[config.mk]
export PLATFORM = sky130hd
export DESIGN_NAME = sdram_arbiter
export DESIGN_NICKNAME = d
export VERILOG_FILES = /design/src/rtl/sdram_arb_pkg.sv /design/src/rtl/sdram_arbiter_picker.sv /design/src/rtl/sdram_arbiter.sv
export SDC_FILE = /design/constraint.sdc
export NUM_CORES = 1
export LEC_CHECK = 0
export ABC_CLOCK_PERIOD_IN_PS = 3200
export BUFFER_PORTS_ARGS = -buffer_cell sky130_fd_sc_hd__buf_2
export CAP_MARGIN = 15
export CORE_AREA = 2 2 117 119
export DETAILED_ROUTE_END_ITERATION = 10
export DIE_AREA = 0 0 119 121
export GPL_TIMING_DRIVEN = 0
export PLACE_DENSITY = 0.51
export SLEW_MARGIN = 10
export SYNTH_ARGS = -nofsm -noshare
export SYNTH_HDL_FRONTEND = slang
export SYNTH_SLANG_ARGS = --single-unit
[constraint.sdc]
create_clock -name i_clk -period 3.2 [get_ports i_clk]
set_input_delay 0.64 -clock i_clk [delete_from_list [all_inputs] [get_ports i_clk]]
set_output_delay 0.64 -clock i_clk [all_outputs]
set_load 0.01 [all_outputs]
[src/rtl/sdram_arb_pkg.sv]
// Shared types and helpers for the SDRAM port arbiter.
package sdram_arb_pkg;

    typedef enum logic [1:0] {IDLE, BUSY, GAP} arb_state_e;

    localparam int unsigned ADDR_W_DEF = 23;
    localparam int unsigned DATA_W_DEF = 32;
    localparam int unsigned MAX_REQ    = 8;

    // First pending index after 'last', wrapping modulo num_req; returns 'last' when nothing is pending.
    function automatic logic [2:0] rr_pick(input logic [7:0] pending, input logic [2:0] last,
                                           input int unsigned num_req);
        logic [2:0]  pick;
        logic        found;
        int unsigned idx;
        pick  = last;
        found = 1'b0;
        for (int unsigned k = 1; k <= MAX_REQ; k++) begin
            idx = (32'(last) + k) % num_req;
            if (k <= num_req && !found && pending[idx[2:0]]) begin
                pick  = idx[2:0];
                found = 1'b1;
            end
        end
        return pick;
    endfunction

endpackage

[src/rtl/sdram_arbiter_picker.sv]
// Combinational round-robin chooser used by the SDRAM arbiter.
module rr_priority_picker
    import sdram_arb_pkg::*;
#(
    parameter int unsigned NUM_REQ = 3,
    localparam int unsigned IDX_W  = $clog2(NUM_REQ)
) (
    input  logic [NUM_REQ-1:0] pending_i,
    input  logic [IDX_W-1:0]   last_i,
    output logic [IDX_W-1:0]   sel_o,
    output logic               any_o
);

    logic [2:0] pick;

    always_comb begin
        pick = rr_pick(8'(pending_i), 3'(last_i), NUM_REQ);
    end

    assign sel_o = IDX_W'(pick);
    assign any_o = |pending_i;

endmodule

[src/rtl/sdram_arbiter.sv]
// Round-robin owner of the single SDRAM port, with optional capped burst lock.
module sdram_arbiter
    import sdram_arb_pkg::*;
#(
    parameter int unsigned NUM_REQ   = 3,
    parameter int unsigned ADDR_W    = ADDR_W_DEF,
    parameter int unsigned DATA_W    = DATA_W_DEF,
    parameter int unsigned MAX_BURST = 256
) (
    input  logic                      i_clk,
    input  logic                      i_rst,
    input  logic [NUM_REQ-1:0]        req_read,
    input  logic [NUM_REQ-1:0]        req_write,
    input  logic [NUM_REQ-1:0]        req_lock,
    input  logic [NUM_REQ*ADDR_W-1:0] req_addr,
    input  logic [NUM_REQ*DATA_W-1:0] req_writedata,
    output logic [DATA_W-1:0]         req_readdata,
    output logic [NUM_REQ-1:0]        req_finished,
    output logic [NUM_REQ-1:0]        grant,
    output logic                      sdram_read,
    output logic                      sdram_write,
    output logic [ADDR_W-1:0]         sdram_addr,
    output logic [DATA_W-1:0]         sdram_writedata,
    input  logic [DATA_W-1:0]         sdram_readdata,
    input  logic                      sdram_finished
);

    localparam int unsigned      IDX_W     = $clog2(NUM_REQ);
    localparam int unsigned      CNT_W     = $clog2(MAX_BURST + 1);
    localparam logic [CNT_W-1:0] BURST_CAP = CNT_W'(MAX_BURST);
    localparam logic [IDX_W-1:0] LAST_RST  = IDX_W'(NUM_REQ - 1);

    arb_state_e         state_q, state_d;
    logic [NUM_REQ-1:0] grant_q, grant_d;
    logic [IDX_W-1:0]   last_q, last_d;
    logic [CNT_W-1:0]   burst_q, burst_d;

    logic [NUM_REQ-1:0] pending;
    logic [IDX_W-1:0]   sel;
    logic               any_pending;
    logic               g_read, g_write, g_lock, g_pending;
    logic [ADDR_W-1:0]  g_addr;
    logic [DATA_W-1:0]  g_wdata;

    assign pending = req_read | req_write;

    rr_priority_picker #(.NUM_REQ(NUM_REQ)) u_picker (
        .pending_i (pending),
        .last_i    (last_q),
        .sel_o     (sel),
        .any_o     (any_pending)
    );

    // One-hot AND-OR mux: an empty grant yields all zeros rather than X.
    always_comb begin
        g_read    = 1'b0;
        g_write   = 1'b0;
        g_lock    = 1'b0;
        g_pending = 1'b0;
        g_addr    = '0;
        g_wdata   = '0;
        for (int unsigned i = 0; i < NUM_REQ; i++) begin
            if (grant_q[i]) begin
                g_read    |= req_read[i];
                g_write   |= req_write[i];
                g_lock    |= req_lock[i];
                g_pending |= pending[i];
                g_addr    |= req_addr[i*ADDR_W +: ADDR_W];
                g_wdata   |= req_writedata[i*DATA_W +: DATA_W];
            end
        end
    end

    always_comb begin
        sdram_read      = 1'b0;
        sdram_write     = 1'b0;
        sdram_addr      = '0;
        sdram_writedata = '0;
        req_finished    = '0;
        if (state_q == BUSY) begin
            sdram_write     = g_write;
            sdram_read      = g_read & ~g_write;
            sdram_addr      = g_addr;
            sdram_writedata = g_wdata;
            req_finished    = sdram_finished ? grant_q : '0;
        end
    end

    assign grant        = grant_q;
    assign req_readdata = sdram_readdata;

    always_comb begin
        state_d = state_q;
        grant_d = grant_q;
        last_d  = last_q;
        burst_d = burst_q;
        case (state_q)
            IDLE: begin
                if (any_pending) begin
                    grant_d = NUM_REQ'(1) << sel;
                    last_d  = sel;
                    burst_d = '0;
                    state_d = BUSY;
                end
            end
            BUSY: begin
                if (sdram_finished) begin
                    state_d = GAP;
                    if (burst_q != BURST_CAP) burst_d = burst_q + 1'b1;
                end
            end
            GAP: begin
                if (g_lock && g_pending && burst_q < BURST_CAP) begin
                    state_d = BUSY;
                end else begin
                    grant_d = '0;
                    state_d = IDLE;
                end
            end
            default: state_d = IDLE;
        endcase
    end

    always_ff @(posedge i_clk or posedge i_rst) begin
        if (i_rst) begin
            state_q <= IDLE;
            grant_q <= '0;
            last_q  <= LAST_RST;
            burst_q <= '0;
        end else begin
            state_q <= state_d;
            grant_q <= grant_d;
            last_q  <= last_d;
            burst_q <= burst_d;
        end
    end

endmodule

==> run metrics <==
Synth area leaders=a222oi_1 25%, dfrtp_1 16%, nor2_1 11%; Total Nets Final=799; Clock Latency Late Sink=roughly 0.24 ns; Tightest Pin Transition=approximately 0.76 ns; min-delay worst type=in -> async; Lkg Pwr=approximately 2.2 nW; clock power share=9.4%; required time worst endpoint=between 2 and 3 ns; prevailing post-synth register cell=dfrtp_1; switching share of power=between 50% and 60%; antenna-violating nets left=0; final instance area=between 4000 and 5000 µm²; R2R cell count=9; Synth Register Bits=16; Top Ports=between 300 and 400; Cells after DPL=about 750; Clock transition at path regs=about 0.05 ns; crit share post-route=between 90 and 100%; Detailed Route WL=13.8 mm; Final Non-Filler Cells=~760; fmax=about 340 MHz; internal power=1.31 mW; synth warn=0; post-synthesis adder-cell area fraction=under 10%; Switch Pwr=around 1.5 mW; DIE AREA=14400 µm²; CP startpoint kind=flop; gpl congestion=approximately 0.75; CP Class=reg -> out; Mapped Area=2330 µm²; Hold Fails Final Rpt=0; Crit. End Element=primary output; Chip Height=around 120 µm; most frequent cell after synthesis=nor2_1; TritonCTS clock tree=done; status=finished, final reports clean; number of diodes=0; worst hold margin=roughly 0.47 ns; number of I/O port buffers=about 270; Post-synth top cells=69 x nor2_1, 58 x a222oi_1, 33 x buf_4; met3 WL=1.41 mm; width of the die=about 120 µm; asr flop ratio synth=100%; total of max-cap violations=0; GRT Util Overall=17.4%; DR WL met2=between 6 and 7 mm; First-pass DRT Iterations=8; setup TNS=0 ns; Syn-to-layout area delta=71.6%; vias in the first global route=3497; arrival time at the worst endpoint=~2.3 ns; GR Overflow Total=0; Tmin final=just under 3 ns; Initial Utilization=between 15 and 20%; clk buf depth=2; post-CTS setup buffer count=0; combinational family with the most area after synthesis=compound AO/OA/AOI/OAI gates; DPL Wire Length=approximately 12 mm; routed vias=around 3600; Top Metal Used=met4; post-synthesis xor/xnor area fraction=under 10%; core area=~13000 µm²; FF-to-FF Start=last_q[1]$_DFFE_PP1P_; leading area contributor after synthesis=a222oi_1; sequential share of power=between 10% and 20%; Vias per Instance=4.82; EDFF count, synth=0; Layout Skew=between 0.0015 and 0.002 ns; Placed Instance Area=3910 µm²; H-tree levels=1; Slew headroom=between 40% and 50%; antenna violations before repair=0; simple-gate share of the synthesized area=around 22%; clk sink count=16; Worst R2R End=grant[1]$_DFFE_PP0P_; first-pass GRT wire length=a little under 20 mm; Distinct cells, synth=43; worst vdd ir=between 0.0002 and 0.00025 V; top cell type's share of synthesized area=between 20% and 30%; Post-CTS Hold Fix Bufs=0; Final Slew Violations=0; post-synthesis sequential area ratio=between 10% and 20%; DRT met1 WL=around 6 mm; DRC violations left=0; ratio of cells with drive above 1 in the final layout=~56%; RSZ-0062 raised after global routing=false; drt wl/cell=about 18 µm; initial DRC count=between 300 and 400; largest net degree at the start of global routing=17; Critical Path Source=grant[1]$_DFFE_PP0P_; cells after synthesis=about 300; post-synthesis compound-gate area fraction=between 30% and 40%; # setup viols final=0; R2R Setup Slk=0.59 ns; Root Buffer=clkbuf_16; Avg Cell Area, Syn=~7.7 µm²; syn nets=around 520; # rows=42; total CTS buffers=3; combinational power share=79.7%; post-synthesis mux area share=~1.3%; CP max FO=10; Power Dens Cells=~700 nW/µm²
[worst max-delay path: stages, from the launching register on]
cell	delay, ns
dfrtp_1	0.33
clkbuf_1	0.28
clkbuf_2	0.36
clkbuf_1	0.41
a222oi_1	0.18
nor2_1	0.30
buf_2	0.20
[metal layers]
metal / vias up / GRT usage [%]
met5: - / 0
li1: 1719 / -
met3: 4 / 4.93
met2: 221 / 29.7
met1: 1693 / 22.8
met4: 0 / 0.818
[placed cells by master (no fill, tap or decap), types with 3 or more instances in the layout]
master	netlist	routed
nand2_1	10	10
nor2_1	69	69
a222oi_1	58	58
and2_1	5	5
nor4b_1	3	3
and3_1	6	6
clkbuf_2	0	5
inv_1	8	8
nor4_1	3	3
o21ai_0	5	5
dfrtp_1	15	15
buf_4	33	33
ha_1	10	10
nor3_1	3	3
clkbuf_16	0	3
nand4_1	5	5
xor2_1	7	7
clkbuf_1	25	21
buf_1	5	4
buf_2	0	271
[what timing repair did]
item	in CTS	in global routing
gates resized for setup	0	9
endpoints found under the setup margin	0	14
endpoints found under the hold margin	0	0
[kinds of logic (layout without fill, tap and decap cells)]
| family | Yosys count | count (layout) |
|---|---|---|
| XOR/XNOR | 7 | 7 |
| flip-flops | 16 | 16 |
| buffers and inverters | 72 | 347 |
| multiplexers | 3 | 3 |
| adder cells (fa/ha/maj) | 10 | 10 |
| AO/OA/AOI/OAI | 85 | 85 |
| AND/OR/NAND/NOR | 111 | 111 |
[through the flow]
stage	setup slack, ns	util (%)	power [mW]
floorplan	0.848	-	1.66
global placement	0.343	29.9	2.52
detailed placement	0.320	29.9	2.55
CTS	0.0545	30.6	2.82
global route	0.0904	30.6	3.05
finish	0.249	30.6	2.80
[final cells by class]
class                   count  area (µm²)
plain buffers              63         367
fillers                  1456        9080
flip-flops and latches     16         402
inverters                   9        33.8
clock buffers               4        88.8
repair buffers            271        1360
well taps                 176         220
multi-input cells         216        1540
[flip-flops by register name, summed over array words and instances (netlist names)]
name and count:
grant 3, last_q 2, burst_q 9, state_q 2
[power groups by stage]
stage / clock, mW / sequential (mW) / combinational, mW
3_5_place_dp: 0 / 0.308 / 2.24
3_3_place_gp: 0 / 0.306 / 2.21
6_report: 0.263 / 0.304 / 2.23
4_1_cts: 0.267 / 0.304 / 2.25
2_1_floorplan: 0 / 0.303 / 1.36
5_1_grt: 0.281 / 0.313 / 2.45
[worst max-delay path by stage]
| stage | to | slack, ns |
|---|---|---|
| 4_1_cts | sdram_writedata[26] | 0.05 |
| 2_1_floorplan | grant[1]$_DFFE_PP0P_ | 0.85 |
| 5_1_grt | sdram_writedata[28] | 0.09 |
| 3_3_place_gp | sdram_writedata[28] | 0.34 |
| 6_report | sdram_writedata[26] | 0.25 |
| 3_5_place_dp | sdram_writedata[26] | 0.32 |
No activity file was read; power rests on OpenSTA's default activity.
